### config.mk
export PLATFORM = sky130hd
export DESIGN_NAME = colour_sequencer_driver
export DESIGN_NICKNAME = d
export VERILOG_FILES = /design/src/rtl/colour_pkg.sv /design/src/rtl/colour_sequencer_driver_out_pipe.sv /design/src/rtl/colour_sequencer_driver.sv
export SDC_FILE = /design/constraint.sdc
export NUM_CORES = 1
export LEC_CHECK = 0
export ABC_AREA = 1
export BUFFER_PORTS_ARGS = -buffer_cell sky130_fd_sc_hd__buf_4
export CORE_MARGIN = 1.5
export CORE_UTILIZATION = 50
export CTS_BUF_LIST = sky130_fd_sc_hd__clkbuf_2
export DETAILED_ROUTE_END_ITERATION = 16
export PLACE_DENSITY = 0.67
export SKIP_CTS_REPAIR_TIMING = 1
export SLEW_MARGIN = 30
export SYNTH_ARGS = -nofsm -noshare
export SYNTH_HDL_FRONTEND = slang
export SYNTH_HIERARCHICAL = 1
export SYNTH_SLANG_ARGS = --single-unit
### constraint.sdc
create_clock -name clk -period 2.9 [get_ports clk]
set_input_delay 0.29 -clock clk [delete_from_list [all_inputs] [get_ports clk]]
set_output_delay 0.29 -clock clk [all_outputs]
set_load 0.005 [all_outputs]
### src/rtl/colour_pkg.sv
// Shared definitions for the colour sequencer driver.
// Holds the colour index names and the sequencer FSM state encoding.
package colour_pkg;

  localparam int unsigned COL_RED    = 0;
  localparam int unsigned COL_BLUE   = 1;
  localparam int unsigned COL_YELLOW = 2;
  localparam int unsigned COL_GREEN  = 3;

  typedef enum logic [1:0] {
    ST_IDLE = 2'd0,
    ST_ON   = 2'd1,
    ST_GAP  = 2'd2
  } state_e;

endpackage

### src/rtl/colour_sequencer_driver_out_pipe.sv
// out_pipe: synchronous-reset shift register chain used as the lamp output pipeline.
// Ports: clk, reset (sync, active-high), d [WIDTH] chain input, q [WIDTH] last stage output.
module out_pipe #(
  parameter int WIDTH  = 4,
  parameter int STAGES = 2
) (
  input  logic             clk,
  input  logic             reset,
  input  logic [WIDTH-1:0] d,
  output logic [WIDTH-1:0] q
);

  logic [WIDTH-1:0] stage_q [STAGES];
  logic [WIDTH-1:0] stage_d [STAGES];

  // Pure shift: every stage takes its predecessor each cycle.
  always_comb begin
    stage_d[0] = d;
    for (int i = 1; i < STAGES; i++) begin
      stage_d[i] = stage_q[i-1];
    end
  end

  always_ff @(posedge clk) begin
    if (reset) begin
      for (int i = 0; i < STAGES; i++) begin
        stage_q[i] <= '0;
      end
    end else begin
      for (int i = 0; i < STAGES; i++) begin
        stage_q[i] <= stage_d[i];
      end
    end
  end

  assign q = stage_q[STAGES-1];

endmodule

### src/rtl/colour_sequencer_driver.sv
// colour_sequencer_driver: accepts colour indices over valid/ready and drives a
// one-hot lamp bus, either holding the colour (static) or flashing it for
// ON_CYCLES followed by GAP_CYCLES of blank (timed).
// Ports: clk, reset (sync, active-high), oe (lamp enable), timed (mode, sampled
// on accept), in_valid/in_colour/in_ready (request handshake), busy (flash or
// gap running), done (pulse at end of timed flash+gap), uo (one-hot lamps).
module colour_sequencer_driver
  import colour_pkg::*;
#(
  parameter int unsigned NUM_COLOURS = 4,
  parameter int unsigned IDX_W       = $clog2(NUM_COLOURS),
  parameter int unsigned ON_CYCLES   = 8,
  parameter int unsigned GAP_CYCLES  = 4,
  parameter int unsigned CNT_W       = 16,
  parameter int unsigned OUT_STAGES  = 2
) (
  input  logic                   clk,
  input  logic                   reset,
  input  logic                   oe,
  input  logic                   timed,
  input  logic                   in_valid,
  input  logic [IDX_W-1:0]       in_colour,
  output logic                   in_ready,
  output logic                   busy,
  output logic                   done,
  output logic [NUM_COLOURS-1:0] uo
);

  localparam logic [CNT_W-1:0] ON_LOAD  = CNT_W'(ON_CYCLES - 1);
  localparam logic [CNT_W-1:0] GAP_LOAD = (GAP_CYCLES > 0) ? CNT_W'(GAP_CYCLES - 1) : '0;

  state_e                 state_q,   state_d;
  logic [CNT_W-1:0]       timer_q,   timer_d;
  logic [NUM_COLOURS-1:0] pattern_q, pattern_d;
  logic                   done_q,    done_d;
  logic [NUM_COLOURS-1:0] decoded;
  logic [NUM_COLOURS-1:0] gated;

  // One-hot decode; indices beyond the lamp count decode to all-off.
  always_comb begin
    decoded = '0;
    for (int i = 0; i < int'(NUM_COLOURS); i++) begin
      decoded[i] = (in_colour == IDX_W'(i));
    end
  end

  // Next-state logic for the IDLE/ON/GAP sequencer.
  always_comb begin
    state_d   = state_q;
    timer_d   = timer_q;
    pattern_d = pattern_q;
    done_d    = 1'b0;
    unique case (state_q)
      ST_IDLE: begin
        if (in_valid) begin
          pattern_d = decoded;
          if (timed) begin
            timer_d = ON_LOAD;
            state_d = ST_ON;
          end
        end
      end
      ST_ON: begin
        if (timer_q == '0) begin
          pattern_d = '0;
          if (GAP_CYCLES > 0) begin
            timer_d = GAP_LOAD;
            state_d = ST_GAP;
          end else begin
            state_d = ST_IDLE;
            done_d  = 1'b1;
          end
        end else begin
          timer_d = timer_q - CNT_W'(1);
        end
      end
      ST_GAP: begin
        if (timer_q == '0) begin
          state_d = ST_IDLE;
          done_d  = 1'b1;
        end else begin
          timer_d = timer_q - CNT_W'(1);
        end
      end
      default: begin
        state_d = ST_IDLE;
      end
    endcase
  end

  always_ff @(posedge clk) begin
    if (reset) begin
      state_q   <= ST_IDLE;
      timer_q   <= '0;
      pattern_q <= '0;
      done_q    <= 1'b0;
    end else begin
      state_q   <= state_d;
      timer_q   <= timer_d;
      pattern_q <= pattern_d;
      done_q    <= done_d;
    end
  end

  // oe only masks what enters the pipeline; sequencing carries on underneath.
  assign gated = oe ? pattern_q : '0;

  out_pipe #(
    .WIDTH  (int'(NUM_COLOURS)),
    .STAGES (int'(OUT_STAGES))
  ) u_out_pipe (
    .clk   (clk),
    .reset (reset),
    .d     (gated),
    .q     (uo)
  );

  assign in_ready = (state_q == ST_IDLE);
  assign busy     = (state_q != ST_IDLE);
  assign done     = done_q;

endmodule

==> Word-level counts from Yosys, hierarchy flattened <==
Memory sizes are Yosys's and may differ from the RTL's.
Cells that the tools add are included.
{ "word_totals": {"latch_bits": 0, "input_bits": 7, "reg_bits": 23, "memories": 1, "wordCells": 49, "output_inout_bits": 7, "rom_bits": 0, "ram_bits": 8} }
{ "mem_list": {"columns": ["name", "depth", "word_bits", "read_ports", "rd_ports_with_merged_regs", "write_ports", "line", "rtl"], "rows": [
  ["u_out_pipe.stage_q", 2, 4, 2, 0, 2, "colour_sequencer_driver_out_pipe.sv:13", "logic [WIDTH-1:0] stage_q [STAGES];"]
]} }
{ "classes": {"n_lt_le_gt_ge": 0, "n_shift": 0, "add_sub_neg": 1, "n_mux": 20, "n_reduce_logical": 10, "mul": 0, "n_bitwise": 3, "div_mod_pow": 0, "eq_ne": 10} }
{ "op_table": {"columns": ["cell", "count"], "rows": [
  ["16-bit 2-to-1 mux", 4],
  ["16-bit one-hot mux with 3 select lines", 1],
  ["4-bit 2-to-1 mux", 5],
  ["16-bit zero test", 1],
  ["16-bit by 1-bit subtractor with 16-bit output, second input constant", 1],
  ["2-bit inequality test, second input constant", 5],
  ["2-bit 2-to-1 mux", 4],
  ["4-bit one-hot mux with 2 select lines", 1],
  ["4-bit AND reduction", 2],
  ["2-bit == test, second input constant", 3],
  ["2-bit one-hot mux with 3 select lines", 1],
  ["2-bit by 1-bit == test with 1-bit output, second input constant", 2],
  ["2-bit zero test", 2],
  ["1-bit 2-to-1 mux", 4],
  ["2-bit nonzero test", 2],
  ["3-bit AND reduction", 1],
  ["3-bit nonzero test", 1],
  ["1-bit bitwise OR", 2],
  ["2-bit OR reduction", 1],
  ["1-bit inverter", 1]
]} }

==> Logic depth before layout (Yosys ltp) <==
Gate-level depths: netlist of the first run.
{ "logic_depth": {"ltp_word": 3, "ltp_mapped": 12, "ltp_nobuf": 12} }

==> By module <==
The synthesis of the first run kept the hierarchy.
{ "modules_own_cells": {"columns": ["mod", "seq_area_each_um2", "n_inst", "area_each_um2", "cells_each"], "rows": [
  ["colour_sequencer_driver", 460.4, 1, 1572.8, 250],
  ["out_pipe", 160.2, 1, 231.5, 25]
]} }

==> Worst setup path after synthesis of the first run <==
Ideal clock, no wire load.
{ "synth_path": {"kind": "register to register", "from": "register state_q[0]", "to": "register timer_q[0]", "synth_period_minus_slack_ps": 1539, "setup_slack_ps": 1361, "arrival_time_ps": 1421, "t_required_ps": 2782, "setup_time_ps": 118, "path_stages_with_launch": 8, "n_path_buf": 1, "path_cell_list": "dfxtp_1 inv_1 ha_1 a21oi_4 nand2_4 buf_6 nor3_1 nor2_1"} }
{ "synth_via": {"elab_chain_len": 3, "word_cells_on_any_way": 9, "cone_classes": "eq/ne: 5; mux: 1; reduce/logical: 3"} }
{ "synth_lines": {"columns": ["item", "line", "rtl"], "rows": [
  ["start: declaration", "colour_sequencer_driver.sv:32", "state_e state_q, state_d;"],
  ["start signal: assignment", "colour_sequencer_driver.sv:98", "state_q <= state_d;"],
  ["2-bit zero test (*)", null, null],
  ["via in_ready", "colour_sequencer_driver.sv:23", "output logic in_ready,"],
  ["2-bit inequality test (no line) or 3-bit nonzero test (tied branches)", null, null],
  ["4-bit AND reduction (no line)", null, null],
  ["end signal: assignment", "colour_sequencer_driver.sv:99", "timer_q <= timer_d;"],
  ["end: declaration", "colour_sequencer_driver.sv:33", "logic [CNT_W-1:0] timer_q, timer_d;"]
]} }
The timed path passes the listed nets; every way through them passes the cells marked *.
A chain may end at the register's enable or synchronous reset.

==> Worst setup path after layout of the first run <==
{ "layout_path": {"from": "register timer_q[0]", "to": "register timer_q[4]"} }
{ "layout_via": {"elab_chain_len": 3, "word_cells_on_any_way": 7, "cone_classes": "add/sub: 1; eq/ne: 1; mux: 3; reduce/logical: 2"} }
{ "layout_lines": {"columns": ["item", "line", "rtl"], "rows": [
  ["16-bit by 1-bit subtractor with 16-bit output or 16-bit zero test (tied branches)", null, null],
  ["16-bit 2-to-1 mux, or another cell as far along", "colour_sequencer_driver.sv:78", "if (timer_q == '0) begin"],
  ["16-bit one-hot mux with 3 select lines or 4-bit AND reduction (tied branches)", null, null]
]} }
Several ways; a longest one is shown, not always the timed one. The select of a mux whose other input is x is not followed.

==> results of run 1 <==
==> power by group through the flow <==
| stage | Combinational [mW] | Clock, mW | Sequential, mW |
|---|---|---|---|
| after global placement | 1.46 | 0 | 0.652 |
| after global routing | 1.69 | 0.320 | 0.663 |
| after detailed placement | 1.47 | 0 | 0.655 |
| final | 1.47 | 0.296 | 0.644 |
| after CTS | 1.47 | 0.302 | 0.644 |
| after floorplan | 1.20 | 0 | 0.628 |
==> layout make-up <==
| class | instances | area, sq um | area share (%) |
|---|---|---|---|
| clock buffer | 5 | 25.02 | 1.253 |
| clock inverter | 3 | 38.79 | 1.942 |
| inverter | 43 | 163.9 | 8.208 |
| multi-input combinational | 198 | 993.5 | 49.75 |
| sequential | 31 | 620.6 | 31.08 |
| tap | 46 | 57.56 | 2.882 |
| timing repair buffer | 13 | 97.59 | 4.887 |
==> routing by layer <==
layer	GRT usage [%]	vias up	share of wire, %
met5	0	-	0
met2	34.84	30	46
met1	26.35	718	48
met4	9.444	0	2.3
met3	4.286	8	3.7
li1	-	879	-
==> registers in the layout, indices dropped and copies added (netlist names) <==
| name | flops |
|---|---|
| state_q | 2 |
| u_out_pipe/stage_q | 8 |
| done | 1 |
| timer_q | 16 |
| pattern_q | 4 |
==> cells by family (layout without fill, tap and decap cells) <==
logic type               after synthesis  count (layout)  share of synthesized area (%)
flip-flops                            31              31                          34.40
XOR/XNOR                               2               2                         0.9711
AND/OR/NAND/NOR                      170             170                          42.30
AO/OA/AOI/OAI                         20              20                          7.628
buffers and inverters                 46              64                          10.54
adder cells (fa/ha/maj)                6               6                          4.161
==> layout by cell type, fill, tap and decap left out, types with 3 or more instances in the layout <==
cell / count
nand2_1: 66
nor2_1: 59
inv_1: 41
dfxtp_1: 31
nand3_1: 19
buf_4: 13
nor2_2: 6
o21bai_1: 6
ha_1: 6
a21oi_1: 5
nand4_1: 5
clkbuf_2: 5
o21ai_0: 4
nor2_4: 3
nand2_2: 3
nand3b_1: 3
nor3_1: 3
==> how the worst max path moves through the flow <==
| stage | slack (ps) | depth (start not counted) | to | startpoint |
|---|---|---|---|---|
| final | 1160 | 12 | timer_q[4] | timer_q[0] |
| after global routing | 980 | 12 | timer_q[4] | timer_q[0] |
| after CTS | 1140 | 12 | timer_q[4] | timer_q[0] |
| after detailed placement | 1180 | 12 | timer_q[4] | timer_q[0] |
| after global placement | 1230 | 8 | timer_q[5] | state_q[0] |
| after floorplan | 1360 | 7 | timer_q[0] | state_q[0] |
==> per-stage QoR <==
step           cells  setup slack (ps)  hold slack (ps)
2_1_floorplan    275              1361            352.4
3_3_place_gp     331              1233            393.8
3_5_place_dp     331              1181            394.3
4_1_cts          339              1136            148.5
5_1_grt          339             982.0            151.3
6_report         339              1159            150.0
==> worst reg2reg max path, delay by kind of cell, from the launching register on <==
family	cells	cell delay [ps]
flip-flops	1	360
buffers and inverters	3	260
adder cells (fa/ha/maj)	1	180
AND/OR/NAND/NOR	8	910
==> reports/results.ini, run 1 <==
[grt]
grt_pass1_wl_um=6534
antenna_found_initial=0
grt.overflow.total=0
grt_use_total_pct=21.05
grt_max_degree=17
grt_pass1_vias=1507

[critical_path]
critPathMaxStageDelay_ps=360
endpoint_kind=flip-flop
cp_top_family=simple AND/OR/NAND/NOR gates
r2r_end=timer_q[4]
worstPathArrival_ps=2060
required_ps=3220
reg2reg_slack_ps=1160
reg2reg_depth=12
crit_slowest_cell=dfxtp_1
cp_num_buf_inv=3
worstPathCellList=inv_1, ha_1, inv_1, nor2_1, nand2_1, nor2_4, nand3_4, nand2_4, inv_4, nand2_4, nand2_1, nor2_1
crit_path_start_kind=flip-flop
path_max_fanout=15
reg2reg_from=timer_q[0]
worstSetupPathType=flip-flop to flip-flop

[yosys]
yosysWarnings=6
netlist_area_sq_um=1804
ys_ff_latch=31
synth-edff-count=0
synth_most_common_cell=nand2_1
async_reset_ff_share_pct=0
netlist_top_cells_area=dfxtp_1 34%, nand2_1 14%, nor2_1 12%
synth_top_area_share_pct=34.40
yosys-top-cells-count=66 x nand2_1, 59 x nor2_1, 41 x inv_1, 31 x dfxtp_1, 19 x nand3_1
syn_inst=275
yosysUniqueCellTypes=26
avgSynthCellArea_sq_um=6.561
synthFlopType=dfxtp_1
ys_seq_area_share_pct=34.40
syn_nets=288
synth_top_area_cell=dfxtp_1

[floorplanning]
initial_core_util_pct=53.23
ioPinCount=14
dieHeight_um=63.07
num_rows=21
coreArea_sq_um=3390
die_area_sq_um=3978
dieWidth_um=63.07

[cts]
cts.htree.levels=2
cts_sinks=31
tritoncts=built
path_clk_slew_ps=180
numCtsBuffers=5
cts_root_buf=clkbuf_2
clk_latency_ps=380
cts_buffer_depth=2

[routing]
finalWirelength_um=3691
drt-pass1-iter-count=4
wl_per_cell_um=10.89
viasPerCell=4.823
drc=0
first_iter_violations=95
vias=1635
final_antenna_net_count=0

[power_and_ir_drop]
pwr-share-clk_pct=12.3
p_int_mw=1.195
leakagePower_nw=1.006
combPwrFrac_pct=61.0
p_per_area_nw_per_um2=1208
p_sw_mw=1.218
seqPwrFrac_pct=26.7
vdd_drop_max_mv=0.5716
sw_frac_of_total_pct=50.47
power_mw=2.412

[timing]
hold_viol_final=0
setup_viol=0
worstMarginPinSlew_ps=478.0
grt_setup_unrepaired=no
slew_violations=0
fin_setup_tns_ps=0
fin_worst_skew_ps=18.30
max_freq_ghz=0.5744
fin_crit_sh_pct=60.04
period_needed_ps=1741
slew_headroom_pct=68.10

[min_path]
hold_path_depth=2
holdPathEnd=timer_q[8]
hp-start=reset
hp-class=input pin to flip-flop

[job]
max_cap_viol_count=0

[cells_and_area]
final_util_pct=58.91
n_antenna_cell=0
layout-drive-gt1-share_pct=13.65
nNetsFinal=305
stdcell_area_sq_um=1997
area_growth_pct=10.68
fillers=319

[place]
placed_area_sq_um=1933
io_buffers=13
gp_routability_congestion=0.8848
dpl.hpwl_um=2863

[run_status]
status=completed

No activity file was read; power rests on OpenSTA's default activity.
==> run 2, diff against run 1 <==
--- a/config.mk
+++ b/config.mk
@@ -5,13 +5,13 @@
 export SDC_FILE = /design/constraint.sdc
 export NUM_CORES = 1
 export LEC_CHECK = 0
-export ABC_AREA = 1
+export ABC_AREA = 0
 export BUFFER_PORTS_ARGS = -buffer_cell sky130_fd_sc_hd__buf_4
 export CORE_MARGIN = 1.5
 export CORE_UTILIZATION = 50
 export CTS_BUF_LIST = sky130_fd_sc_hd__clkbuf_2
 export DETAILED_ROUTE_END_ITERATION = 16
-export PLACE_DENSITY = 0.67
+export PLACE_DENSITY = 0.71
 export SKIP_CTS_REPAIR_TIMING = 1
 export SLEW_MARGIN = 30
 export SYNTH_ARGS = -nofsm -noshare
==> constraint.sdc (replaced) <==
create_clock -name clk -period 1.5 [get_ports clk]
set_input_delay 0.15 -clock clk [delete_from_list [all_inputs] [get_ports clk]]
set_output_delay 0.15 -clock clk [all_outputs]
set_load 0.005 [all_outputs]
==> run 2 against run 1 <==
Compared with the run above: highest routed layer unchanged; via count is 0.55% higher; critical endpoint is now timer_q[7]; final area is 21% higher; worst setup slack worse by 1600 ps; area after synthesis is 14% lower; fmax is 11% lower; critical path type unchanged; global-route usage is 4.0 points higher; the run now ends with negative setup slack left; sequential cell count stayed put.
==> reports/results.ini, run 2 <==
[grt]
grt_use_total_pct=25.08  ; +4.0 points
grt_pass1_vias=1480  ; -1.8%
grt_pass1_wl_um=6444  ; -1.4%
grt_max_degree=24  ; +7
antenna_found_initial=0  ; unchanged
grt.overflow.total=0  ; unchanged

[cells_and_area]
n_antenna_cell=0  ; unchanged
fillers=182  ; -43%
layout_common_cells=61 x buf_4, 24 x dfxtp_1, 16 x nor2_1, 9 x nor3_1, 8 x nor2b_1
nNetsFinal=259  ; -15%
layout-drive-gt1-share_pct=48.99  ; +35 points
multi_input_comb_area_sq_um=1054  ; +6.0%
final_common_cell=buf_4
stdcell_area_sq_um=2419  ; +21%
top_regs=timer_q: 16 flops, u_out_pipe/stage_q: 8 flops, pattern_q: 4 flops
area_growth_pct=55.14
regArea_sq_um=636.9  ; +2.6%
final_util_pct=80.54  ; +22 points
largest_reg_flops=16  ; unchanged
top_register=timer_q

[routing]
vias=1644  ; +0.55%
finalWirelength_um=4780  ; +30%
viasPerCell=5.871  ; +22%
wl_per_cell_um=17.07  ; +57%
drc=0  ; unchanged
first_iter_violations=91  ; -4.2%
final_antenna_net_count=0  ; unchanged
drt-pass1-iter-count=4  ; unchanged

[yosys]
synth_top_area_share_pct=39.81  ; +5.4 points
syn_inst=176  ; -36%
async_reset_ff_share_pct=0  ; unchanged
synth_most_common_cell=dfxtp_1
netlist_area_sq_um=1559  ; -14%
syn_nets=189  ; -34%
netlist_top_cells_area=dfxtp_1 40%, nor2_1 5.3%, ha_1 4.8%
ys_ff_latch=31  ; unchanged
yosys-top-cells-count=31 x dfxtp_1, 22 x nor2_1, 9 x nor3_1, 8 x nand2_1, 8 x nor2b_1
synth-edff-count=0  ; unchanged
ys_seq_area_share_pct=39.81  ; +5.4 points
yosysWarnings=6  ; unchanged
avgSynthCellArea_sq_um=8.858  ; +35%
synth_top_area_cell=dfxtp_1
yosysUniqueCellTypes=46  ; +77%
synthFlopType=dfxtp_1

[timing]
slew_violations=0  ; unchanged
worstMarginPinSlew_ps=361.2  ; -116.8 ps
fin_worst_skew_ps=23.63  ; +5.332 ps
hold_viol_final=0  ; unchanged
grt_setup_unrepaired=yes
hold-worst-slack_ps=64.65  ; -85.38 ps
slew_headroom_pct=75.73  ; +7.6 points
fin_crit_sh_pct=130.6  ; +71 points
setup_viol=23  ; +23
setup_ws_ps=-459.2  ; -1618 ps
max_freq_ghz=0.5104  ; -11%
period_needed_ps=1959  ; +218.1 ps

[critical_path]
r2r_end=timer_q[7]
path_max_fanout=3  ; -12
endpoint_kind=flip-flop
reg2reg_from=timer_q[2]
crit_path_start_kind=flip-flop
reg2reg_slack_ps=-460  ; -1620 ps
required_ps=1830  ; -1390 ps
worstPathArrival_ps=2290  ; +230 ps
reg2reg_depth=4  ; -8
worstSetupPathType=flip-flop to flip-flop

[run_status]
status=finished with violations
violations=negative setup slack

[floorplanning]
ioPinCount=14  ; unchanged
die_area_sq_um=3462  ; -13%
coreArea_sq_um=3003  ; -11%
initial_core_util_pct=51.92  ; -1.3 points
num_rows=20  ; -4.8%
dieHeight_um=58.84  ; -6.7%
dieWidth_um=58.84  ; -6.7%

[min_path]
holdPathEnd=timer_q[1]
hp-start=reset
hp-class=input pin to flip-flop
hold_path_depth=2  ; unchanged

[cts]
cts_buffer_depth=2  ; unchanged
tritoncts=built
numCtsBuffers=5  ; unchanged
clk_latency_ps=400  ; +20 ps
cts_root_buf=clkbuf_2
cts.htree.levels=2  ; unchanged
cts_sinks=31  ; unchanged
path_clk_slew_ps=190  ; about the same

[place]
gp_routability_congestion=0.9280  ; +4.9%
dpl.hpwl_um=2999  ; +4.7%
dpl_worst_slack_ps=-444.5  ; -1626 ps
io_buffers=13  ; unchanged
placed_area_sq_um=2102  ; +8.7%

[power_and_ir_drop]
p_per_area_nw_per_um2=2888  ; +140%
leakagePower_nw=1.057  ; +5.0%
vdd_drop_max_mv=1.937  ; +240%

[job]
max_cap_viol_count=0  ; unchanged

[run 2: cells by family (layout without fill, tap and decap cells)]
family / count (synthesis) / count (layout) / synth area share, %
compound gates: 27 / 27 / 12.36
simple gates: 85 / 85 / 31.46
mux: 5 / 5 / 3.210
buf+inv: 13 / 84 / 3.291
xor+xnor: 9 / 9 / 5.056
flops: 31 / 31 / 39.81
fa+ha+maj: 6 / 6 / 4.815
[run 2: layout make-up]
type	count	share of cell area, %
Clock buffer	5	1.035
Clock inverter	3	1.811
Inverter	7	1.086
Multi-Input combinational cell	132	43.56
Sequential cell	31	26.33
Tap cell	33	1.707
Timing Repair Buffer	69	24.47
[run 2: worst max-delay path by stage]
stage	slack (ps)	endpoint	start	cells after the start
global placement	-390	timer_q[15]	timer_q[2]	6
CTS	-480	timer_q[11]	timer_q[2]	7
detailed placement	-440	timer_q[15]	timer_q[2]	6
floorplan	-340	timer_q[7]	timer_q[2]	4
finish	-460	timer_q[7]	timer_q[2]	4
global route	-500	timer_q[7]	timer_q[2]	4
[run 2: critical path, cell delays in order, from the launching register on]
cell and delay [ps]:
dfxtp_4 390, or4_4 550, or4b_4 520, a311o_1 300
a21oi_2 130
[run 2: per-layer routing]
| layer | up-vias | share of wire, % | GRT usage (%) |
|---|---|---|---|
| li1 | 772 | - | - |
| met1 | 792 | 39 | 29.88 |
| met2 | 70 | 52 | 41.90 |
| met3 | 10 | 7.1 | 8.132 |
| met4 | 0 | 1.6 | 9.416 |
| met5 | - | 0 | 0 |
[run 2: power breakdown]
| part | total [mW] | internal [mW] | switching, mW |
|---|---|---|---|
| registers | 1.22 | 1.05 | 0.170 |
| logic | 5.16 | 2.80 | 2.36 |
| clock network | 0.602 | 0.282 | 0.320 |
[run 2: through the flow]
stage          power, mW  TNS [ps]  std cells
2_1_floorplan      3.280     -5123        176
3_3_place_gp       4.723     -7012        264
3_5_place_dp       4.865     -8281        264
4_1_cts            5.474     -9177        272
5_1_grt            7.328     -9060        280
6_report           6.984     -7588        280
